### src/rtl/ins_hazard_tracker_if.sv
// ----------------------------------------------------------------------------
// ins_hazard_tracker_if
// Bundle between the fetch/ID front end (master) and the hazard tracker
// (slave).
//   id_valid  master->slave  ir holds a valid instruction
//   ir        master->slave  32-bit instruction word
//   flush     master->slave  branch/jump redirect, clears the in-flight window
//   id_ready  slave->master  instruction accepted this cycle (= !stall)
//   opcode/rs/rt/rd/shamt/funct  slave->master  field split of ir
//   ins_class slave->master  one-hot class, bit0..bit4 =
//                            ALUImm, ALUR, Store, Load, Branch
//   fwd_rs/fwd_rt slave->master  0 = register file, k = forward from entry k
//   stall     slave->master  load-use bubble
//   stall_cnt/issue_cnt slave->master  statistics (only with HAZARD_STATS_EN)
// ----------------------------------------------------------------------------
interface ins_hazard_tracker_if #(
  parameter int DEPTH = 3
);
  localparam int FW_W = $clog2(DEPTH + 1);

  logic            id_valid;
  logic            id_ready;
  logic [31:0]     ir;
  logic            flush;
  logic [5:0]      opcode;
  logic [4:0]      rs;
  logic [4:0]      rt;
  logic [4:0]      rd;
  logic [4:0]      shamt;
  logic [5:0]      funct;
  logic [4:0]      ins_class;
  logic [FW_W-1:0] fwd_rs;
  logic [FW_W-1:0] fwd_rt;
  logic            stall;
`ifdef HAZARD_STATS_EN
  logic [31:0]     stall_cnt;
  logic [31:0]     issue_cnt;

  modport master (
    output id_valid, ir, flush,
    input  id_ready, opcode, rs, rt, rd, shamt, funct, ins_class,
           fwd_rs, fwd_rt, stall, stall_cnt, issue_cnt
  );

  modport slave (
    input  id_valid, ir, flush,
    output id_ready, opcode, rs, rt, rd, shamt, funct, ins_class,
           fwd_rs, fwd_rt, stall, stall_cnt, issue_cnt
  );
`else
  modport master (
    output id_valid, ir, flush,
    input  id_ready, opcode, rs, rt, rd, shamt, funct, ins_class,
           fwd_rs, fwd_rt, stall
  );

  modport slave (
    input  id_valid, ir, flush,
    output id_ready, opcode, rs, rt, rd, shamt, funct, ins_class,
           fwd_rs, fwd_rt, stall
  );
`endif
endinterface

### src/rtl/ins_hazard_tracker.sv
// ----------------------------------------------------------------------------
// ins_hazard_tracker
// ID-stage decode, classification and hazard tracking for the MIPS-subset
// pipeline. Keeps a shift window of the destinations of the last DEPTH issued
// instructions and derives per-source forwarding selects plus a load-use
// stall from it.
//   clk  : single clock, rising edge
//   rst  : synchronous, active-high reset
//   bus  : ins_hazard_tracker_if.slave (handshake, ir, decode/hazard outputs)
// Parameters:
//   DEPTH    : in-flight entries tracked after ID (>=1)
//   LOAD_LAT : distance up to which a load result cannot be forwarded yet
//              (1..DEPTH)
// Optional feature macro: HAZARD_STATS_EN adds saturating stall_cnt and
// issue_cnt statistics counters.
// ----------------------------------------------------------------------------
module ins_hazard_tracker #(
  parameter int DEPTH    = 3,
  parameter int LOAD_LAT = 1
) (
  input  logic                 clk,
  input  logic                 rst,
  ins_hazard_tracker_if.slave  bus
);

  localparam int FW_W = $clog2(DEPTH + 1);

  localparam logic [5:0] OP_RTYPE = 6'b000000;
  localparam logic [5:0] OP_JAL   = 6'b000011;
  localparam logic [5:0] OP_BEQ   = 6'b000100;
  localparam logic [5:0] OP_BNE   = 6'b000101;
  localparam logic [5:0] OP_ADDI  = 6'b001000;
  localparam logic [5:0] OP_SLTIU = 6'b001011;
  localparam logic [5:0] OP_ANDI  = 6'b001100;
  localparam logic [5:0] OP_XORI  = 6'b001110;
  localparam logic [5:0] OP_LW    = 6'b100011;
  localparam logic [5:0] OP_SW    = 6'b101011;
  localparam logic [5:0] FN_JR    = 6'b001000;

  // One-hot class encoding, bit0 = ALUImm ... bit4 = Branch.
  localparam logic [4:0] CLS_ALUIMM = 5'b00001;
  localparam logic [4:0] CLS_ALUR   = 5'b00010;
  localparam logic [4:0] CLS_STORE  = 5'b00100;
  localparam logic [4:0] CLS_LOAD   = 5'b01000;
  localparam logic [4:0] CLS_BRANCH = 5'b10000;

  // Age of an entry is its position in the window, so it is not stored.
  typedef struct packed {
    logic       wr;
    logic [4:0] dst;
    logic       is_load;
  } entry_t;

  entry_t window_q [1:DEPTH];
  entry_t window_d [1:DEPTH];

  logic [5:0]      opcode;
  logic [4:0]      rs, rt, rd;
  logic [5:0]      funct;
  logic [4:0]      cls;
  logic [4:0]      dst;
  logic            use_rs, use_rt, is_load;
  logic [FW_W-1:0] fwd_rs_k, fwd_rt_k;
  logic            rs_haz, rt_haz;
  logic            stall;
  logic            accept;

  // Field split.
  assign opcode = bus.ir[31:26];
  assign rs     = bus.ir[25:21];
  assign rt     = bus.ir[20:16];
  assign rd     = bus.ir[15:11];
  assign funct  = bus.ir[5:0];

  assign bus.opcode = opcode;
  assign bus.rs     = rs;
  assign bus.rt     = rt;
  assign bus.rd     = rd;
  assign bus.shamt  = bus.ir[10:6];
  assign bus.funct  = funct;

  // Classification, destination and source usage.
  always_comb begin
    // NOTE: every variable gets a default before the case so that opcodes
    // not listed leave no path that holds a previous value (no latch).
    cls     = '0;
    dst     = 5'd0;
    use_rs  = 1'b0;
    use_rt  = 1'b0;
    is_load = 1'b0;
    case (opcode)
      OP_RTYPE: begin
        cls    = CLS_ALUR;
        use_rs = 1'b1;
        if (funct != FN_JR) begin
          use_rt = 1'b1;
          dst    = rd;
        end
      end
      OP_ADDI, OP_ANDI, OP_XORI, OP_SLTIU: begin
        cls    = CLS_ALUIMM;
        use_rs = 1'b1;
        dst    = rt;
      end
      OP_LW: begin
        cls     = CLS_LOAD;
        use_rs  = 1'b1;
        dst     = rt;
        is_load = 1'b1;
      end
      OP_SW: begin
        cls    = CLS_STORE;
        use_rs = 1'b1;
        use_rt = 1'b1;
      end
      OP_BEQ, OP_BNE: begin
        cls    = CLS_BRANCH;
        use_rs = 1'b1;
        use_rt = 1'b1;
      end
      OP_JAL:  dst = 5'd31;
      default: ;
    endcase
  end

  assign bus.ins_class = cls;

  // Matching: scan oldest to youngest so the youngest match overwrites and
  // decides both the forward select and whether it is a load-use hazard.
  always_comb begin
    fwd_rs_k = '0;
    fwd_rt_k = '0;
    rs_haz   = 1'b0;
    rt_haz   = 1'b0;
    for (int k = DEPTH; k >= 1; k--) begin
      if (use_rs && rs != 5'd0 && window_q[k].wr && window_q[k].dst == rs) begin
        fwd_rs_k = FW_W'(k);
        rs_haz   = window_q[k].is_load && (k <= LOAD_LAT);
      end
      if (use_rt && rt != 5'd0 && window_q[k].wr && window_q[k].dst == rt) begin
        fwd_rt_k = FW_W'(k);
        rt_haz   = window_q[k].is_load && (k <= LOAD_LAT);
      end
    end
  end

  assign stall  = bus.id_valid && (rs_haz || rt_haz);
  assign accept = bus.id_valid && !stall && !bus.flush;

  assign bus.stall    = stall;
  assign bus.id_ready = !stall;
  assign bus.fwd_rs   = fwd_rs_k;
  assign bus.fwd_rt   = fwd_rt_k;

  // Window next state: shift toward DEPTH, insert the accepted instruction
  // or a bubble; a flush empties everything.
  always_comb begin
    for (int k = 1; k <= DEPTH; k++) window_d[k] = '0;
    if (!bus.flush) begin
      if (accept) begin
        window_d[1].wr      = (dst != 5'd0);
        window_d[1].dst     = dst;
        window_d[1].is_load = is_load;
      end
      for (int k = 2; k <= DEPTH; k++) window_d[k] = window_q[k-1];
    end
  end

  // NOTE: sequential state uses non-blocking assignments so every register
  // samples the pre-edge values regardless of statement order.
  always_ff @(posedge clk) begin
    if (rst) begin
      // NOTE: only the valid bits are reset; dst/is_load are ignored while
      // wr=0, so they need no reset value.
      for (int k = 1; k <= DEPTH; k++) window_q[k].wr <= 1'b0;
    end else begin
      window_q <= window_d;
    end
  end

`ifdef HAZARD_STATS_EN
  logic [31:0] stall_cnt_q, issue_cnt_q;

  always_ff @(posedge clk) begin
    if (rst) begin
      stall_cnt_q <= '0;
      issue_cnt_q <= '0;
    end else begin
      if (stall && !bus.flush && stall_cnt_q != 32'hFFFF_FFFF)
        stall_cnt_q <= stall_cnt_q + 32'd1;
      if (accept && issue_cnt_q != 32'hFFFF_FFFF)
        issue_cnt_q <= issue_cnt_q + 32'd1;
    end
  end

  assign bus.stall_cnt = stall_cnt_q;
  assign bus.issue_cnt = issue_cnt_q;
`endif

endmodule

### src/flat_wrapper.sv
// flat-port wrapper written by rule: the top's interface ports become plain ports
module ins_hazard_tracker_flat 
#(
  parameter int DEPTH    = 3,
  parameter int LOAD_LAT = 1
)
  (clk, rst, bus_id_valid, bus_ir, bus_flush, bus_id_ready, bus_opcode, bus_rs, bus_rt, bus_rd, bus_shamt, bus_funct, bus_ins_class, bus_fwd_rs, bus_fwd_rt, bus_stall);
  ins_hazard_tracker_if #(.DEPTH(DEPTH)) bus_i ();
  input  logic clk;
  input  logic rst;
  input wire logic [$bits(bus_i.id_valid)-1:0] bus_id_valid;
  input wire logic [$bits(bus_i.ir)-1:0] bus_ir;
  input wire logic [$bits(bus_i.flush)-1:0] bus_flush;
  output wire logic [$bits(bus_i.id_ready)-1:0] bus_id_ready;
  output wire logic [$bits(bus_i.opcode)-1:0] bus_opcode;
  output wire logic [$bits(bus_i.rs)-1:0] bus_rs;
  output wire logic [$bits(bus_i.rt)-1:0] bus_rt;
  output wire logic [$bits(bus_i.rd)-1:0] bus_rd;
  output wire logic [$bits(bus_i.shamt)-1:0] bus_shamt;
  output wire logic [$bits(bus_i.funct)-1:0] bus_funct;
  output wire logic [$bits(bus_i.ins_class)-1:0] bus_ins_class;
  output wire logic [$bits(bus_i.fwd_rs)-1:0] bus_fwd_rs;
  output wire logic [$bits(bus_i.fwd_rt)-1:0] bus_fwd_rt;
  output wire logic [$bits(bus_i.stall)-1:0] bus_stall;
  assign bus_i.id_valid = bus_id_valid;
  assign bus_i.ir = bus_ir;
  assign bus_i.flush = bus_flush;
  assign bus_id_ready = bus_i.id_ready;
  assign bus_opcode = bus_i.opcode;
  assign bus_rs = bus_i.rs;
  assign bus_rt = bus_i.rt;
  assign bus_rd = bus_i.rd;
  assign bus_shamt = bus_i.shamt;
  assign bus_funct = bus_i.funct;
  assign bus_ins_class = bus_i.ins_class;
  assign bus_fwd_rs = bus_i.fwd_rs;
  assign bus_fwd_rt = bus_i.fwd_rt;
  assign bus_stall = bus_i.stall;
  ins_hazard_tracker #(.DEPTH(DEPTH), .LOAD_LAT(LOAD_LAT)) u_core (.clk(clk), .rst(rst), .bus(bus_i));
endmodule
### config.mk
export PLATFORM = sky130hd
export DESIGN_NAME = ins_hazard_tracker_flat
export DESIGN_NICKNAME = d
export VERILOG_FILES = /design/src/rtl/ins_hazard_tracker_if.sv /design/src/rtl/ins_hazard_tracker.sv /design/src/flat_wrapper.sv
export SDC_FILE = /design/constraint.sdc
export NUM_CORES = 1
export LEC_CHECK = 0
export BUFFER_PORTS_ARGS = -buffer_cell sky130_fd_sc_hd__buf_2
export CORE_UTILIZATION = 42
export DETAILED_ROUTE_END_ITERATION = 12
export PLACE_DENSITY = 0.8
export SLEW_MARGIN = 10
export SYNTH_ARGS = -nofsm -noshare
export SYNTH_HDL_FRONTEND = slang
export SYNTH_SLANG_ARGS = --single-unit
export TNS_END_PERCENT = 5
### constraint.sdc
create_clock -name clk -period 1.9 [get_ports clk]
set_input_delay 0.38 -clock clk [delete_from_list [all_inputs] [get_ports clk]]
set_output_delay 0.38 -clock clk [all_outputs]
set_load 0.05 [all_outputs]
==> impl_metrics.env, run 1 <==
export IMPL_nets=291
export IMPL_syn_num_nets=217
export IMPL_antenna_cells=0
export IMPL_synth_area_per_cell_um2=9.24
export IMPL_setup_ws_ns=-0.397
export IMPL_grt_max_degree=14
export IMPL_viasPerCell=5.31
export IMPL_grt_pass1_wl_um=7310
export IMPL_drt_iter0_drc=149
export IMPL_leakage_uw=0.00101
export IMPL_path_clk_slew_ns=0.08
export IMPL_die_h_um=65.1
export IMPL_num_vias=1604
export IMPL_crit_type="reg -> out"
export IMPL_dpl_hpwl_um=3610
export IMPL_routed_wirelength_um=4800
export IMPL_final_common_cell="buf_2"
export IMPL_cts_buffers=3
export IMPL_drv_cap=0
export IMPL_finalCriticalPeriod_ns=2.30
export IMPL_hp_class="in -> reg"
export IMPL_cts_tree="done"
export IMPL_largest_register_ffs=19
export IMPL_cts_buffer_depth=2
export IMPL_start_kind="register"
export IMPL_violations="negative setup slack"
export IMPL_status="finished, violations left"
export IMPL_clock_fmax_ghz=0.435
export IMPL_timing_slew_headroom_pct=76.2
export IMPL_wire_per_inst_um=15.9
export IMPL_insertion_delay_ns=0.26
export IMPL_cp_end_kind="output port"
export IMPL_crit_arrival_ns=1.92
export IMPL_synth_seq_cells=19
export IMPL_tightestPinTransition_ns=0.357
export IMPL_regMostFlops="u_core.window_q"
export IMPL_remaining_drc_errors=0
export IMPL_gr_total_overflow=0
export IMPL_cts_sinks=19
export IMPL_reg2reg_to="u_core.window_q[17]$_SDFFCE_PP0N_"
export IMPL_worst_path_max_fanout=2
export IMPL_root_buffer="clkbuf_8"
export IMPL_setup_worst_path_end="bus_fwd_rs[0]"
export IMPL_skew_ns=0.00445
export IMPL_synth_warnings=0
export IMPL_dpl_worst_slack_ns=-0.374
export IMPL_hold_violations=0
export IMPL_final_cell_mix="buf_2 (59), buf_4 (41), xor2_1 (20)"
export IMPL_cts_hold_buf=0
export IMPL_io_buffers=68
export IMPL_grt_pass1_vias=1511
export IMPL_final_antenna_net_count=0
export IMPL_grt_util_all_layers_pct=23.2
export IMPL_setup_violations=7
export IMPL_fill_cells=318
export IMPL_power_density_nw_per_um2=524
export IMPL_reg2reg_slack_ns=0.10
export IMPL_antenna_found_initial=0
export IMPL_synth_cell_types=37
export IMPL_top_regs="u_core.window_q (19)"
export IMPL_place_gp_congestion=0.845
export IMPL_synth_area_um2=1670
export IMPL_die_w_um=65.1
export IMPL_start_util_pct=44.7
export IMPL_max_vdd_ir_drop_mv=0.252
export IMPL_fin_crit_sh_pct=121
export IMPL_htree_num_levels=1
export IMPL_r2r_cells=6
export IMPL_worstReg2RegStart="u_core.window_q[19]$_SDFFCE_PP0N_"
export IMPL_synthCells=181
export IMPL_grt_setup_unrepaired="yes"
export IMPL_pin_count=79
export IMPL_core_area_um2=3740
export IMPL_placementRows=22
export IMPL_drive_above_1_share_pct=53.1
export IMPL_areaGrowthSynthToFinish_pct=36.6
export IMPL_worstPathRequired_ns=1.52
export IMPL_crit_start="u_core.window_q[19]$_SDFFCE_PP0N_"
export IMPL_dieArea_um2=4240
export IMPL_ys_seq_area_share_pct=32.3
export IMPL_drtPass1Iterations=4
export IMPL_final_max_slew_viol_count=0
export IMPL_tns_ns=-1.90
[timing repair]
item,CTS,global route
buffers inserted,3,0
gates resized for setup,22,5
pin swaps,13,2
endpoints found under the setup margin,8,9
[power by group]
group          internal (µW)  switching (µW)
Clock                    146             142
Sequential               474            18.1
Combinational            155             261
Total                    775             422
[cell type report]
| type | instances | area (µm²) | share of cell area [%] |
|---|---|---|---|
| Clock buffer | 3 | 41.3 | 1.81 |
| Clock inverter | 1 | 5.00 | 0.219 |
| Inverter | 4 | 15.0 | 0.658 |
| Multi-Input combinational cell | 118 | 913 | 40.0 |
| Sequential cell | 19 | 541 | 23.7 |
| Tap cell | 48 | 60.1 | 2.63 |
| Timing Repair Buffer | 109 | 708 | 31.0 |
[stage by stage]
stage	utilization [%]	hold WS [ns]	cells	power [µW]	cell area [µm²]
finish	61.0	0.338	302	1200	2280
detailed placement	56.6	0.501	295	896	2120
global placement	56.6	0.502	295	888	2120
CTS	60.5	0.340	302	1190	2260
global route	61.0	0.348	302	1240	2280
floorplan	-	0.451	181	801	1710
[logic make-up after synthesis]
group           after synthesis  share of synthesized area [%]
flops                        19                           32.3
buf+inv                      44                           17.5
mux                           1                          0.674
simple gates                 69                           24.3
compound gates               18                           9.51
xor+xnor                     30                           15.7
[per-layer routing]
layer	track usage (%)	share of wire, %
met5	0	0
met4	7.34	1.9
met2	41.1	51
met3	2.46	5.8
met1	29.1	42
[Yosys cell counts (all sizes together)]
| master | n | area [µm²] |
|---|---|---|
| a32o | 1 | 11.3 |
| xor2 | 20 | 175 |
| o31ai | 1 | 12.5 |
| nor3 | 14 | 70.1 |
| nand3 | 2 | 10.0 |
| mux2 | 1 | 11.3 |
| clkbuf | 6 | 22.5 |
| nor2 | 10 | 37.5 |
| and2 | 2 | 12.5 |
| a21oi | 4 | 20.0 |
| o221ai | 1 | 8.76 |
| nand2b | 4 | 25.0 |
| nor3b | 3 | 22.5 |
| edfxtp | 16 | 480 |
| nand4 | 1 | 6.26 |
| nand2 | 7 | 26.3 |
| a211oi | 1 | 20.0 |
| buf | 34 | 255 |
| a211o | 2 | 18.8 |
| nand4b | 1 | 8.76 |
| xnor2 | 10 | 87.6 |
| or3 | 3 | 23.8 |
| inv | 4 | 15.0 |
| a31oi | 1 | 6.26 |
| a32oi | 1 | 8.76 |
| nor2b | 11 | 68.8 |
| and3 | 3 | 18.8 |
| a221oi | 6 | 52.6 |
| nor4 | 6 | 43.8 |
| or2b | 1 | 7.51 |
| dfxtp | 3 | 60.1 |
| nor4b | 1 | 23.8 |
[worst max-delay path, cell delays in order, from the launching register on]
cell      delay (ns)
edfxtp_1        0.45
buf_4           0.18
xnor2_2         0.15
nand4_1         0.16
buf_4           0.18
nor2_2          0.10
a21oi_1         0.07
nor2_1          0.18
buf_6           0.19
[how the worst min path moves through the flow]
stage	slack (ns)	startpoint	cells after the start	to
after global placement	0.50	u_core.window_q[20]$_SDFF_PP0_	1	u_core.window_q[13]$_SDFF_PP0_
after global routing	0.35	rst	2	u_core.window_q[20]$_SDFF_PP0_
after CTS	0.34	rst	2	u_core.window_q[20]$_SDFF_PP0_
final	0.34	rst	2	u_core.window_q[20]$_SDFF_PP0_
after detailed placement	0.50	u_core.window_q[20]$_SDFF_PP0_	1	u_core.window_q[13]$_SDFF_PP0_
after floorplan	0.45	rst	1	u_core.window_q[20]$_SDFF_PP0_
(Power assumes the default switching activity.)
==> run 2: changes to the inputs <==
Settings changed: ABC_AREA from default to 1, CORE_UTILIZATION 42 to 43, HOLD_SLACK_MARGIN from default to 0.12, PLACE_DENSITY 0.8 to 0.81.
==> run 2 against run 1 <==
- the run still ends with negative setup slack left
- sequential share of layout area decreased by 1.9 points
- worst hold slack got worse by 0.032 ns
- routed wire length increased by 4.4%
- design area increased by 8.6%
- critical path type unchanged
==> impl_metrics.env, run 2 <==
export IMPL_final_max_slew_viol_count=0
export IMPL_worst_path_max_fanout=2
export IMPL_syn_num_nets=295
export IMPL_clock_fmax_ghz=0.449
export IMPL_synth_edff_count=16
export IMPL_grt_setup_unrepaired="yes"
export IMPL_final_common_cell="buf_2"
export IMPL_gr_total_overflow=0
export IMPL_reg2reg_slack_ns=0.10
export IMPL_dieArea_um2=4420
export IMPL_cp_end_kind="output port"
export IMPL_drtPass1Iterations=4
export IMPL_power_density_nw_per_um2=488
export IMPL_drv_cap=0
export IMPL_finalCriticalPeriod_ns=2.23
export IMPL_post_route_cell_area_um2=2480
export IMPL_yosys_top_cells_count="nor2_1 (44), inv_1 (40), nand2_1 (35), buf_4 (32), o22ai_1 (17)"
export IMPL_num_vias=1976
export IMPL_synth_most_common_cell="nor2_1"
export IMPL_synth_area_top_cells="edfxtp_1 (27%), buf_4 (13%), nor2_1 (9.2%)"
export IMPL_drt_iter0_drc=138
export IMPL_pin_count=79
export IMPL_largest_register_ffs=19
export IMPL_htree_num_levels=1
export IMPL_status="finished, violations left"
export IMPL_timing_slew_headroom_pct=77.3
export IMPL_synth_seq_cells=19
export IMPL_antenna_cells=0
export IMPL_drive_above_1_share_pct=47.6
export IMPL_setup_violations=6
export IMPL_cts_buffer_depth=2
export IMPL_path_clk_slew_ns=0.07
export IMPL_fin_crit_sh_pct=117
export IMPL_synth_top_area_cell="edfxtp_1"
export IMPL_final_cell_mix="buf_2 (62), buf_4 (47), nor2_1 (41)"
export IMPL_max_vdd_ir_drop_mv=0.301
export IMPL_place_gp_congestion=0.899
export IMPL_hold_ws_ns=0.306
export IMPL_place_area_um2=2320
export IMPL_die_h_um=66.5
export IMPL_grt_pass1_vias=1761
export IMPL_remaining_drc_errors=0
export IMPL_antenna_found_initial=0
export IMPL_die_w_um=66.5
export IMPL_grt_util_all_layers_pct=23.7
export IMPL_leakage_uw=0.00125
export IMPL_root_buffer="clkbuf_8"
export IMPL_synth_area_um2=1790
export IMPL_synthCells=259
export IMPL_ys_flop_type="edfxtp_1"
export IMPL_wire_per_inst_um=12.6
export IMPL_async_reset_ff_share_pct=0
export IMPL_start_kind="register"
export IMPL_viasPerCell=4.98
export IMPL_grt_pass1_wl_um=7780
export IMPL_tightestPinTransition_ns=0.340
export IMPL_synth_cell_types=26
export IMPL_worstPathRequired_ns=1.52
export IMPL_placementRows=23
export IMPL_final_antenna_net_count=0
export IMPL_cts_tree="done"
export IMPL_skew_ns=0.00232
export IMPL_p_total_uw=1210
export IMPL_cts_hold_buf=0
export IMPL_hp_class="in -> reg"
export IMPL_cts_sinks=19
export IMPL_nets=384
export IMPL_cts_buffers=3
export IMPL_crit_type="reg -> out"
export IMPL_synth_area_per_cell_um2=6.90
export IMPL_fill_cells=352
export IMPL_regMostFlops="u_core.window_q"
export IMPL_postLayoutCoreUtil_pct=62.0
export IMPL_hold_violations=0
export IMPL_violations="negative setup slack"
export IMPL_areaGrowthSynthToFinish_pct=38.7
export IMPL_synth_top_area_share_pct=26.9
export IMPL_setup_ws_ns=-0.326
export IMPL_ys_seq_area_share_pct=30.2
export IMPL_dpl_hpwl_um=3960
export IMPL_synth_warnings=0
export IMPL_start_util_pct=44.7
export IMPL_routed_wirelength_um=5010
export IMPL_io_buffers=68
export IMPL_grt_max_degree=18
export IMPL_core_area_um2=4000
export IMPL_insertion_delay_ns=0.26
export IMPL_crit_arrival_ns=1.85
export IMPL_top_regs="u_core.window_q (19)"
## run 2: cell count changes after synthesis, moves of 11 or more
cell / previous run / this run
nor2_1: 10 / 44
nand2_1: 7 / 35
o22ai_1: 0 / 17
inv_1: 4 / 40
xor2_1: 20 / 1
nor2b_1: 11 / 0
## run 2: worst max-delay path, cell delays in order (launching register included)
cell and delay, ns:
edfxtp_1 0.43, inv_2 0.10, o21ai_1 0.06, nor3_1 0.21, nand2_1 0.14, nor2_4 0.15, nand2_2 0.06, nand2_2 0.07
nand2_4 0.06, nor2_4 0.13, inv_4 0.04, buf_8 0.14
## run 2: timing repair
action,CTS,global route
setup endpoints to repair,6,9
endpoints found under the hold margin,0,0
buffers inserted,4,0
pin swaps,5,4
resized for setup,21,9
## run 2: kinds of logic after synthesis
| family | Yosys count | synth area share [%] |
|---|---|---|
| AO/OA/AOI/OAI | 34 | 11.0 |
| flip-flops | 19 | 30.2 |
| buffers and inverters | 79 | 23.3 |
| XOR/XNOR | 1 | 0.490 |
| AND/OR/NAND/NOR | 126 | 35.0 |
## run 2: final cells by class
class	count	area, µm²	share of cell area, %
sequential	19	541	21.8
timing repair buffer	117	761	30.7
clock buffer	4	45.0	1.82
inverter	46	175	7.06
multi-input combinational	161	896	36.1
tap	50	62.6	2.52
## run 2: final timing paths
check / startpoint / endpoint / depth (start not counted)
max: u_core.window_q[19]$_SDFFCE_PP0N_ / bus_id_ready / 11
min: rst / u_core.window_q[13]$_SDFF_PP0_ / 2
max reg2reg: u_core.window_q[19]$_SDFFCE_PP0N_ / u_core.window_q[17]$_SDFFCE_PP0N_ / 11
min reg2reg: u_core.window_q[13]$_SDFF_PP0_ / u_core.window_q[6]$_SDFF_PP0_ / 1
## run 2: metrics by stage
step	setup TNS, ns	instances	worst slack [ns]
finish	-1.50	397	-0.326
CTS	-1.41	397	-0.274
floorplan	-0.991	259	-0.296
detailed placement	-0.842	389	-0.208
global route	-2.07	397	-0.437
global placement	-0.605	389	-0.129
## run 2: per-layer routing
metal	track usage, %	wire length [µm]	share of wire [%]	up-vias
li1	-	-	-	974
met1	28.8	2080	42	888
met2	42.7	2480	50	105
met3	1.54	343	6.9	9
met4	10.1	99	2.0	0
met5	0	0	0	-
## run 2: where the power goes
part           switching (µW)  total (µW)  internal (µW)
registers                19.8         495            475
clock network             136         285            150
logic                     277         430            152
